<file path="src/rtl/counter_pkg.sv">
// Shared definitions for the parametrised up/down counter.
package counter_pkg;

    typedef enum logic [1:0] {
        MODE_WRAP   = 2'b00,
        MODE_SAT    = 2'b01,
        MODE_BOUNCE = 2'b10,
        MODE_RSVD   = 2'b11
    } mode_t;

endpackage

</file>
<file path="src/rtl/counter_next_calc.sv">
// Combinational next-state calculation for one counting cycle.
// Arithmetic is one bit wider than the counter so nothing wraps modulo 2^WIDTH.
module counter_next_calc
    import counter_pkg::*;
#(
    parameter int WIDTH = 8
) (
    input  logic [WIDTH-1:0] counter,
    input  logic             d,
    input  logic [WIDTH-1:0] step,
    input  logic [WIDTH-1:0] min_val,
    input  logic [WIDTH-1:0] max_val,
    input  mode_t            mode,
    output logic [WIDTH-1:0] next,
    output logic             dir_next,
    output logic             tc_next
);

    logic [WIDTH:0]   sum;
    logic [WIDTH:0]   diff;
    logic [WIDTH-1:0] up_clamped;
    logic [WIDTH-1:0] dn_clamped;
    logic [WIDTH-1:0] bound;
    logic             out_of_range;

    assign sum  = {1'b0, counter} + {1'b0, step};
    assign diff = {1'b0, counter} - {1'b0, step};

    // A set top bit in diff means the subtraction went below zero.
    assign up_clamped   = (sum > {1'b0, max_val}) ? max_val : sum[WIDTH-1:0];
    assign dn_clamped   = (diff[WIDTH] || (diff[WIDTH-1:0] < min_val)) ? min_val : diff[WIDTH-1:0];
    assign bound        = d ? max_val : min_val;
    assign out_of_range = (counter < min_val) || (counter > max_val);

    always_comb begin
        next     = counter;
        dir_next = d;
        tc_next  = 1'b0;
        if (step == '0) begin
            next = counter;
        end else if (out_of_range) begin
            next = d ? min_val : max_val;
        end else if (counter == bound) begin
            tc_next = 1'b1;
            case (mode)
                MODE_SAT: next = counter;
                MODE_BOUNCE: begin
                    // Reflect off the bound: step back the other way from it.
                    dir_next = ~d;
                    next     = d ? dn_clamped : up_clamped;
                end
                default: next = d ? min_val : max_val;
            endcase
        end else begin
            next = d ? up_clamped : dn_clamped;
        end
    end

endmodule

</file>
<file path="src/rtl/updown_counter_param.sv">
// Parametrised up/down counter with bounds, step, load and wrap/saturate/bounce modes.
// Holds the registers and the rst > load > cfg_err > pause > count priority.
module updown_counter_param
    import counter_pkg::*;
#(
    parameter int              WIDTH     = 8,
    parameter logic [WIDTH-1:0] RESET_VAL = '0
) (
    input  logic             clk,
    input  logic             rst,
    input  logic             pause,
    input  logic             direction,
    input  logic [1:0]       mode,
    input  logic [WIDTH-1:0] min_val,
    input  logic [WIDTH-1:0] max_val,
    input  logic [WIDTH-1:0] step,
    input  logic             load,
    input  logic [WIDTH-1:0] load_val,
    output logic [WIDTH-1:0] counter,
    output logic             dir_out,
    output logic             tc,
    output logic             cfg_err
);

    mode_t            mode_e;
    logic             d;
    logic [WIDTH-1:0] next;
    logic             dir_next;
    logic             tc_next;

    assign mode_e  = mode_t'(mode);
    assign cfg_err = (min_val > max_val);
    // Bounce keeps its own direction; other modes follow the direction input.
    assign d       = (mode_e == MODE_BOUNCE) ? dir_out : direction;

    counter_next_calc #(.WIDTH(WIDTH)) u_next_calc (
        .counter  (counter),
        .d        (d),
        .step     (step),
        .min_val  (min_val),
        .max_val  (max_val),
        .mode     (mode_e),
        .next     (next),
        .dir_next (dir_next),
        .tc_next  (tc_next)
    );

    always_ff @(posedge clk) begin
        if (rst) begin
            counter <= RESET_VAL;
            dir_out <= 1'b1;
            tc      <= 1'b0;
        end else if (load) begin
            counter <= load_val;
            dir_out <= direction;
            tc      <= 1'b0;
        end else if (cfg_err || pause) begin
            tc <= 1'b0;
        end else begin
            counter <= next;
            dir_out <= dir_next;
            tc      <= tc_next;
        end
    end

endmodule

</file>
<file path="config.mk">
export PLATFORM = sky130hd
export DESIGN_NAME = updown_counter_param
export DESIGN_NICKNAME = d
export VERILOG_FILES = /design/src/rtl/counter_pkg.sv /design/src/rtl/counter_next_calc.sv /design/src/rtl/updown_counter_param.sv
export SDC_FILE = /design/constraint.sdc
export NUM_CORES = 1
export LEC_CHECK = 0
export BUFFER_PORTS_ARGS = -buffer_cell sky130_fd_sc_hd__buf_2
export CORE_MARGIN = 3
export CORE_UTILIZATION = 50
export DETAILED_ROUTE_END_ITERATION = 10
export PLACE_DENSITY_LB_ADDON = 0.08
export SLEW_MARGIN = 20
export SYNTH_ARGS = -nofsm -noshare
export SYNTH_HDL_FRONTEND = slang
export SYNTH_SLANG_ARGS = --single-unit
</file>
<file path="constraint.sdc">
create_clock -name clk -period 3.7 [get_ports clk]
set_clock_uncertainty 0.15 [all_clocks]
set_input_delay 0 -clock clk [delete_from_list [all_inputs] [get_ports clk]]
set_output_delay 0 -clock clk [all_outputs]
set_load 0.03 [all_outputs]
</file>
==> results.yml <==
worst_hold_path:
  hp-start: "load_val[7]"
  hp-class: "primary input to flip-flop"
  min_to: "counter[7]$_SDFFE_PP0P_"
  whs_path_depth: 3
sta:
  setup_tns_ps: -208
  timing.final.crit_share: 1.02
  period_minus_slack_ps: 3790
  hold_violations: 0
  worst_pin_slew_ps: 668
  drv_slew: 0
  setup_violations: 6
  relSlewSlack: 0.554
  rsz0062_at_grt: "yes"
  finalWorstSetupSlack_ps: -87.0
  fmax_ghz: 0.264
detailed_routing:
  ant_nets: 0
  vias: 4341
  drc: 0
  drt_iter0_markers: 413
  wl_per_cell_um: 21.5
  firstDrtPassIters: 5
  viasPerCell: 6.62
  wl_um: 14100
grt:
  antenna_found_initial: 0
  grt_usage: 0.355
  grt_first_pass_wirelength_um: 21100
  grt_max_degree: 25
  overflow: 0
  grt_pass1_vias: 4019
logic_synthesis:
  ys.flop_type: "dfxtp_1"
  ys_warn_count: 0
  synthArstFlopShare: 0
  synth_nets: 570
  syn_area_per_cell_um2: 7.28
  ys_seq_elements: 10
  ys_types: 73
  synthCells: 475
  synth_area_um2: 3460
  synth_edf_count: 0
  ys_seq_area_frac: 0.0579
  yosysTopAreaCell: "ha_1"
  synth_top_area_frac: 0.196
  synth_area_leaders: "ha_1 (20%), dfxtp_1 (5.8%), a21oi_1 (5.6%), mux2i_1 (4.9%), o21ai_0 (4.1%)"
cells_and_area:
  drive_gt1_frac: 0.302
  antenna_cells: 0
  stdcell_area_um2: 4480
  instances_no_fill: 656
  fillers: 574
  syn_to_final_growth_pct: 29.7
  finalNetCount: 675
power:
  p_total_uw: 1570
  irDropWorstVdd_mv: 0.270
  pwr_density_cell_nw_per_um2: 349
  p_leak_uw: 0.00215
cts:
  cts.path.max_buffers: 2
  htreeDepth: 1
  clockRootBuffer: "clkbuf_8"
  clock-sinks: 10
  cts_buffers: 3
  clkSlewWorstSetupHoldPaths_ps: 60
  tritoncts: "done"
  clock_latency_ps: 250
placed_design:
  placed_cell_area_um2: 4120
  placed_cells: 631
  place_ws_ps: -249
  gp_congestion: 1.01
  io_buffers: 49
  place_hpwl_um: 10800
worst_setup_path:
  reg2reg_depth: 17
  worstSetupStartpointType: "flip-flop"
  r2r_slack_ps: -90
  critPathCaptureType: "flip-flop"
  r2r_end: "counter[7]$_SDFFE_PP0P_"
  critPathArrivalTime_ps: 3730
  r2r_start: "counter[0]$_SDFFE_PP0P_"
  cp_max_fo: 3
  critical_path_class: "flip-flop to flip-flop"
  required_ps: 3650
  critPathLaunch: "counter[0]$_SDFFE_PP0P_"
floorplanning:
  io_pins: 50
  die_area_um2: 7950
  fp.dieH_um: 89.1
  dieWidth_um: 89.1
  row_count: 29
  initial_utilization: 0.529
  core_area_um2: 6530
status:
  status: "finished with violations"
  violations: "setup timing"
run:
  drv_cap: 0
registers in the layout (all words and copies together) (netlist names):
register / cells
counter: 8
dir_out: 1
tc: 1
cell usage after synthesis (3+ instances only):
cell type,n
buf_6,3
nand3_1,11
a22oi_1,5
o21ai_0,28
dfxtp_1,10
a21o_1,7
nor4_1,5
o21a_1,5
nor2b_1,9
a211o_1,3
nor2_1,34
a31oi_1,8
o211ai_1,14
inv_1,36
o21bai_1,4
a211oi_1,17
a21oi_1,39
nand2_1,31
ha_1,54
or3_1,8
o22ai_1,4
nand2b_1,15
nor4b_1,3
and3_1,6
and4_1,3
buf_2,11
o31ai_1,5
clkbuf_1,7
nand4_1,4
xnor2_1,6
nor3_1,6
mux2i_1,17
o21ai_1,4
cell families after synthesis:
| kind of cell | synth area share |
|---|---|
| AO/OA/AOI/OAI | 0.363 |
| XOR/XNOR | 0.0177 |
| adder cells (fa/ha/maj) | 0.207 |
| buffers and inverters | 0.0768 |
| flip-flops | 0.0579 |
| multiplexers | 0.0492 |
| AND/OR/NAND/NOR | 0.228 |
layer usage:
metal / global-route usage / share of wire / vias up
met5: 0 / 0 / -
met4: 0.189 / 0.060 / 0
met3: 0.0811 / 0.11 / 68
met1: 0.474 / 0.42 / 1995
li1: - / - / 2009
met2: 0.526 / 0.41 / 269
worst max path at each step:
stage	cells past startpoint	slack (ps)	to
after floorplan	16	-30	counter[6]$_SDFFE_PP0P_
after global placement	18	-170	counter[3]$_SDFFE_PP0P_
after detailed placement	18	-250	counter[6]$_SDFFE_PP0P_
after CTS	17	-20	counter[7]$_SDFFE_PP0P_
after global routing	17	-300	counter[7]$_SDFFE_PP0P_
final	17	-90	counter[7]$_SDFFE_PP0P_
through the flow:
stage,utilization,hold slack (ps)
after global routing,0.686,43.7
after detailed placement,0.630,151
after floorplan,-,-87.0
final,0.686,16.3
after global placement,0.630,142
after CTS,0.666,17.4
final cells by class:
type	count	area [um^2]	area share
clock buffers	4	45.0	0.0101
inverters	36	135	0.0302
multi-input cells	406	3160	0.706
flip-flops and latches	10	219	0.0489
well taps	77	96.3	0.0215
repair buffers	123	822	0.183
report_power, final:
part	switching, uW	total (uW)	internal [uW]	leakage, uW
Combinational	686	1290	603	0.00204
Sequential	22.4	144	122	0.0000862
Clock	55.4	132	76.3	0.0000228
critical path: stages, from the launching register on:
cell	delay, ps
dfxtp_4	360
ha_4	160
fa_2	370
nand2b_4	90
a221oi_2	80
nor4b_2	290
a211oi_2	70
ha_1	310
a21o_1	170
a211oi_2	210
nand4b_1	170
a21oi_2	220
buf_4	150
mux2i_1	200
buf_4	160
nor3_1	50
o31ai_1	290
a31oi_1	150
cells in the final DEF, fill, tap and decap left out, types with 6 or more instances in the layout:
master and instances:
buf_4 67, o211ai_1 14, mux2i_1 14, o21ai_1 6, nand2b_1 14, nand2_1 31, a21oi_1 35, buf_2 49
a21o_1 7, a31oi_1 8, o21ai_0 24, nor2b_1 9, nor2_1 34, a21oi_2 6, inv_1 35, a211oi_1 13
nand3_1 10, ha_1 49, a211oi_2 6, or3_1 8, nor3_1 6
timing repair:
item                       CTS  global route
resized for setup           21            18
hold endpoints to repair     7             0
buffers inserted            11             6
setup endpoints to repair    8             8
hold buffers                 4             0
pin swaps                   16            19
gates cloned                 0             0
Note: power is estimated with default switching activity, not from simulation.
